### config.mk
export PLATFORM = sky130hd
export DESIGN_NAME = prefetch_queue
export DESIGN_NICKNAME = d
export VERILOG_FILES = /design/src/rtl/prefetch_queue.sv
export SDC_FILE = /design/constraint.sdc
export NUM_CORES = 1
export LEC_CHECK = 0
export ABC_CLOCK_PERIOD_IN_PS = 2330
export BUFFER_PORTS_ARGS = -buffer_cell sky130_fd_sc_hd__buf_2
export CORE_ASPECT_RATIO = 0.9
export CORE_UTILIZATION = 38
export DETAILED_ROUTE_END_ITERATION = 8
export GPL_TIMING_DRIVEN = 0
export PLACE_DENSITY = 0.68
export SYNTH_ARGS = -nofsm -noshare
export SYNTH_HDL_FRONTEND = slang
export SYNTH_SLANG_ARGS = --single-unit
### constraint.sdc
create_clock -name clk -period 2.33 [get_ports clk]
set_input_delay 0 -clock clk [delete_from_list [all_inputs] [get_ports clk]]
set_output_delay 0 -clock clk [all_outputs]
set_load 0.1 [all_outputs]
### src/rtl/prefetch_queue.sv
// Purpose : instruction prefetch queue; fetches 16-bit words as two byte reads and buffers DEPTH of them with their PCs.
// Latency : an instruction is visible at the head the cycle after its second byte returns (3 cycles from reset with zero-wait memory).
// Backpress: fetch stalls in WAIT while the queue is full; a redirect mid-request drains the outstanding byte before refetching.
module prefetch_queue #(
   parameter int M_WIDTH    = 8,
   parameter int INST_WIDTH = 16,
   parameter int DEPTH      = 4
) (
   input  logic                      clk,
   input  logic                      rst,
   output logic                      mem_req,
   output logic [M_WIDTH-1:0]        addr,
   input  logic                      mem_ready,
   input  logic [M_WIDTH-1:0]        data_in,
   input  logic                      flush,
   input  logic [M_WIDTH-1:0]        flush_pc,
   input  logic                      inst_take,
   output logic                      inst_valid,
   output logic [INST_WIDTH-1:0]     inst_out,
   output logic [M_WIDTH-1:0]        inst_pc,
   output logic [$clog2(DEPTH):0]    count
);

   localparam int PW = $clog2(DEPTH);
   localparam int CW = PW + 1;
   localparam logic [CW-1:0] FULL = CW'(DEPTH);

   typedef enum logic [2:0] {IDLE, HI, LO, WAIT, DRAIN} state_t;

   typedef struct packed {
      logic [INST_WIDTH-1:0] inst;
      logic [M_WIDTH-1:0]    pc;
   } entry_t;

   state_t               state_q, state_d;
   logic [M_WIDTH-1:0]   fetch_pc_q, fetch_pc_d;
   logic [M_WIDTH-1:0]   hi_byte_q, hi_byte_d;
   logic [M_WIDTH-1:0]   drain_addr_q, drain_addr_d;
   logic [CW-1:0]        count_q, count_d;
   logic [PW-1:0]        rd_ptr_q, rd_ptr_d;
   logic [PW-1:0]        wr_ptr_q, wr_ptr_d;
   entry_t               entry_q [DEPTH];
   entry_t               entry_d [DEPTH];
   logic                 push;
   logic                 pop;

   // Head of the queue is presented straight from storage.
   assign inst_valid = (count_q != '0);
   assign inst_out   = entry_q[rd_ptr_q].inst;
   assign inst_pc    = entry_q[rd_ptr_q].pc;
   assign count      = count_q;

   // Request/address outputs; DRAIN replays the address that was outstanding when the redirect hit.
   always_comb begin
      mem_req = 1'b0;
      addr    = fetch_pc_q;
      case (state_q)
         HI:      begin mem_req = 1'b1; addr = fetch_pc_q; end
         LO:      begin mem_req = 1'b1; addr = fetch_pc_q + M_WIDTH'(1); end
         DRAIN:   begin mem_req = 1'b1; addr = drain_addr_q; end
         default: begin mem_req = 1'b0; addr = fetch_pc_q; end
      endcase
   end

   // Queue bookkeeping: flush beats both push and pop; push and pop together leave count unchanged.
   always_comb begin
      push     = (state_q == LO) && mem_ready && !flush;
      pop      = inst_take && inst_valid && !flush;
      count_d  = count_q;
      rd_ptr_d = rd_ptr_q;
      wr_ptr_d = wr_ptr_q;
      entry_d  = entry_q;
      if (flush) begin
         count_d  = '0;
         rd_ptr_d = '0;
         wr_ptr_d = '0;
      end else begin
         if (push) begin
            entry_d[wr_ptr_q] = '{inst: {hi_byte_q, data_in}, pc: fetch_pc_q};
            wr_ptr_d          = wr_ptr_q + PW'(1);
         end
         if (pop) begin
            rd_ptr_d = rd_ptr_q + PW'(1);
         end
         count_d = count_q + CW'(push) - CW'(pop);
      end
   end

   // Fetch sequencer next state: two byte reads per instruction, stall on full, drain on redirect.
   always_comb begin
      state_d      = state_q;
      fetch_pc_d   = fetch_pc_q;
      hi_byte_d    = hi_byte_q;
      drain_addr_d = drain_addr_q;
      if (flush) begin
         fetch_pc_d = flush_pc;
         case (state_q)
            HI, LO: begin
               if (mem_ready) begin
                  state_d = HI;
               end else begin
                  state_d      = DRAIN;
                  drain_addr_d = addr;
               end
            end
            DRAIN:   state_d = mem_ready ? HI : DRAIN;
            default: state_d = HI;
         endcase
      end else begin
         case (state_q)
            IDLE: state_d = HI;
            HI: begin
               if (mem_ready) begin
                  hi_byte_d = data_in;
                  state_d   = LO;
               end
            end
            LO: begin
               if (mem_ready) begin
                  fetch_pc_d = fetch_pc_q + M_WIDTH'(2);
                  state_d    = (count_d < FULL) ? HI : WAIT;
               end
            end
            WAIT:    state_d = (count_d < FULL) ? HI : WAIT;
            DRAIN:   state_d = mem_ready ? HI : DRAIN;
            default: state_d = IDLE;
         endcase
      end
   end

   // State and storage registers.
   always_ff @(posedge clk or negedge rst) begin
      if (!rst) begin
         state_q      <= IDLE;
         fetch_pc_q   <= '0;
         hi_byte_q    <= '0;
         drain_addr_q <= '0;
         count_q      <= '0;
         rd_ptr_q     <= '0;
         wr_ptr_q     <= '0;
         for (int i = 0; i < DEPTH; i++) begin
            entry_q[i] <= '0;
         end
      end else begin
         state_q      <= state_d;
         fetch_pc_q   <= fetch_pc_d;
         hi_byte_q    <= hi_byte_d;
         drain_addr_q <= drain_addr_d;
         count_q      <= count_d;
         rd_ptr_q     <= rd_ptr_d;
         wr_ptr_q     <= wr_ptr_d;
         entry_q      <= entry_d;
      end
   end

endmodule

==> impl_metrics.json <==
{
  "io_buffer_count": 55,
  "clock_sinks": 130,
  "grt_pass1_wl_um": 21700,
  "synthTopCellsByArea": "dfrtp_1, mux2_2, mux4_2, nand2_1, o21ai_0",
  "syn-cell-area_sq_mm": 0.00609,
  "start_kind": "flop",
  "core-area_sq_mm": 0.0155,
  "synth_fp_nets": 477,
  "start_util": 0.392,
  "async_reset_ff_frac": 1.00,
  "ant_nets": 0,
  "cts_buffer_depth": 2,
  "ff_latch_area_sq_mm": 0.00326,
  "synth_ff_type": "dfrtp_1",
  "grt-ovfl-total": 0,
  "synth-simple-area-share": 0.0635,
  "wl_um": 13300,
  "vias": 3916,
  "synth_top_family_by_area": "multiplexers",
  "worstPathArrival_ps": 2670,
  "path_clk_slew_ps": 60,
  "grt_max_degree": 88,
  "globalplace.congestion": 0.839,
  "die_h_um": 122,
  "postSynthAreaPerCell_sq_um": 13.6,
  "path_class": "reg -> reg",
  "cts_root_buffer": "clkbuf_16",
  "viasPerCell": 5.15,
  "powerDensity_mw_per_mm2": 1150,
  "fin_ws_ps": -40.9,
  "synthCells": 447,
  "path_buf_inv": 2,
  "place_ws_ps": -206,
  "skew_ps": 5.37,
  "synth-compound-area-share": 0.0417,
  "slew-limit-headroom": 0.572,
  "fillers": 1316,
  "ys_seq_area_frac": 0.534,
  "layout_min_cycle_time_ps": 2370,
  "cpMaxStageDelayCell": "dfrtp_4",
  "cp.required_ps": 2630,
  "cts_tree": "yes",
  "antenna_found_initial": 0,
  "io_pins": 58,
  "h-tree-depth": 4,
  "synthMuxAreaShare": 0.290,
  "dp.cells": 705,
  "period_share": 1.02,
  "instances_no_fill": 760,
  "drive_above_1_share": 0.482,
  "ir_drop_uv": 748,
  "hold_class": "in -> reg",
  "synthDistinctLibCells": 45,
  "grt_pass1_vias": 4109,
  "place_hpwl_um": 9000,
  "hold_viol": 0,
  "synthAdderAreaFrac": 0.0197,
  "finalSetupViolations": 1,
  "cts_buffers": 17,
  "yosysWarnings": 0,
  "timing.fmax_mhz": 422,
  "drtIter0Drc": 188,
  "placement_rows": 43,
  "outcome": "finished, violations left",
  "multi_input_area_sq_mm": 0.00270,
  "cp_cell_sequence": "or3_4, nand2_2, nor2_1, ha_1, inv_1, ha_1, inv_1, fa_2, xnor2_2, nor2_2, o21a_1",
  "synth_area_leader_cell": "dfrtp_1",
  "routedWlPerCell_um": 17.5,
  "tightest_slew_ps": 641,
  "fin_nets": 575,
  "first_pass_iters": 4,
  "critPathTopFamily": "adder cells",
  "drv_cap": 0,
  "antennaDiodeCount": 0,
  "die_x_um": 135,
  "grtUsageTotal": 0.176,
  "p_leak_nw": 3.65,
  "violations": "setup timing",
  "path_max_fanout": 2,
  "rsz0062_at_grt": "yes",
  "ys_ff_latch": 130,
  "finalMaxSlewViolations": 0,
  "remaining_drc_errors": 0,
  "dieArea_sq_mm": 0.0165,
  "synth_edf_count": 0,
  "cp-end-kind": "flop",
  "synth_top_area_frac": 0.534,
  "yosys.area_share.xor_xnor": 0.0216,
  "clk_latency_ps": 410,
  "synthToLayoutAreaGrowth_pct": 24.3,
  "slowest_delay_ps": 470
}
-- cells in the mapped netlist (2+ instances only) --
cell and n:
or3b_1 2, nand2_1 30, xor2_1 7, nand3_1 6
buf_2 17, clkbuf_1 13, inv_1 10, a21oi_1 8
nor2b_1 4, mux2i_1 2, dfrtp_1 130, nand4_1 4
mux2_2 107, a31o_2 2, mux4_2 24, nand2_2 4
nor3_1 3, nor2_1 10, o22ai_1 3, ha_1 8
o21ai_0 21, xnor2_1 8, nor3b_1 2
-- layout make-up --
cell class                 count  share of cell area
buffer                        31              0.0223
inverter                      10             0.00496
tap                          202              0.0334
sequential                   130               0.431
timing repair buffer          80              0.0722
clock buffer                  20              0.0590
clock inverter                12              0.0207
multi-input combinational    275               0.357
-- path summary, 6_finish.rpt --
kind	end	slack [ps]	startpoint	depth (start not counted)
max	state_q[1]$_DFFE_PN0P_	-40	count[0]$_DFF_PN0_	11
min	count[0]$_DFF_PN0_	60	flush	2
max reg2reg	state_q[1]$_DFFE_PN0P_	-40	count[0]$_DFF_PN0_	11
min reg2reg	drain_addr_q[5]$_DFFE_PN0P_	480	drain_addr_q[5]$_DFFE_PN0P_	2
max in group asynchronous	entry_q[32]$_DFFE_PN0P_	1480	rst	3
min in group asynchronous	entry_q[66]$_DFFE_PN0P_	90	rst	2
-- metrics by stage --
| stage | setup TNS (ps) | total power (W) | util | cell area [sq um] | hold WS (ps) |
|---|---|---|---|---|---|
| 3_5_place_dp | -245 | 0.00593 | 0.431 | 6700 | -37.1 |
| 6_report | -40.9 | 0.00868 | 0.487 | 7570 | 59.5 |
| 4_1_cts | -53.0 | 0.00874 | 0.486 | 7560 | 45.6 |
| 3_3_place_gp | -42070 | 0.00585 | 0.429 | 6670 | 217 |
| 5_1_grt | -166 | 0.00905 | 0.487 | 7570 | 80.3 |
| 2_1_floorplan | -932 | 0.00538 | - | 6140 | -296 |
-- kinds of logic after synthesis --
logic type	count (synthesis)
xor gates and xnor gates	15
AOI/OAI and AO/OA	43
adders and majority gates	9
DFF	130
and+or+nand+nor	75
muxes	133
buffers and inverters	42
-- layer usage --
| metal | vias up | routed length [um] | global-route usage | part of all wire |
|---|---|---|---|---|
| met2 | 90 | 6330 | 0.281 | 0.48 |
| met5 | - | 0 | 0 | 0 |
| met1 | 2001 | 6260 | 0.239 | 0.47 |
| met3 | 12 | 561 | 0.0479 | 0.042 |
| li1 | 1813 | - | - | - |
| met4 | 0 | 110 | 0.0407 | 0.0083 |
-- registers in the layout, summed over array words and instances, names as in the netlist --
signal / count
state_q: 3
count: 3
rd_ptr_q: 2
hi_byte_q: 8
fetch_pc_q: 8
wr_ptr_q: 2
drain_addr_q: 8
entry_q: 96
-- power by group --
part | switching [W] | leakage, nW | internal, W | total, W
clock | 0.000983 | 0.294 | 0.00171 | 0.00270
combinational | 0.00232 | 1.60 | 0.000854 | 0.00317
sequential | 0.000221 | 1.75 | 0.00259 | 0.00281
-- cells in the final DEF, fill, tap and decap left out, types with 2 or more instances in the layout --
cell type and count:
clkbuf_1 10, dfrtp_1 126, nor2b_1 4, nand4_1 4, nor3_1 3, nand3_1 6
mux2i_1 2, bufinv_16 3, clkinv_2 3, dlygate4sd3_1 19, nor2_1 9, clkbuf_2 5
nand2_1 29, o21ai_0 20, a21oi_1 6, mux2_2 107, inv_1 10, buf_2 63
clkinv_4 4, xor2_1 7, ha_1 8, dfrtp_4 2, xnor2_1 7, buf_4 10
nand2_2 5, a31o_2 2, dfrtp_2 2, buf_6 4, o21ai_1 2, or3b_1 2
mux4_2 24, a21oi_2 2, o22ai_1 3, clkbuf_16 17
-- what timing repair did --
item	in CTS	in global routing
hold endpoints to repair	162	0
hold buffers	19	0
buffers inserted	5	0
gates resized for setup	11	9
endpoints found under the setup margin	26	5
pin swaps	1	0
Note: power is estimated with default switching activity, not from simulation.
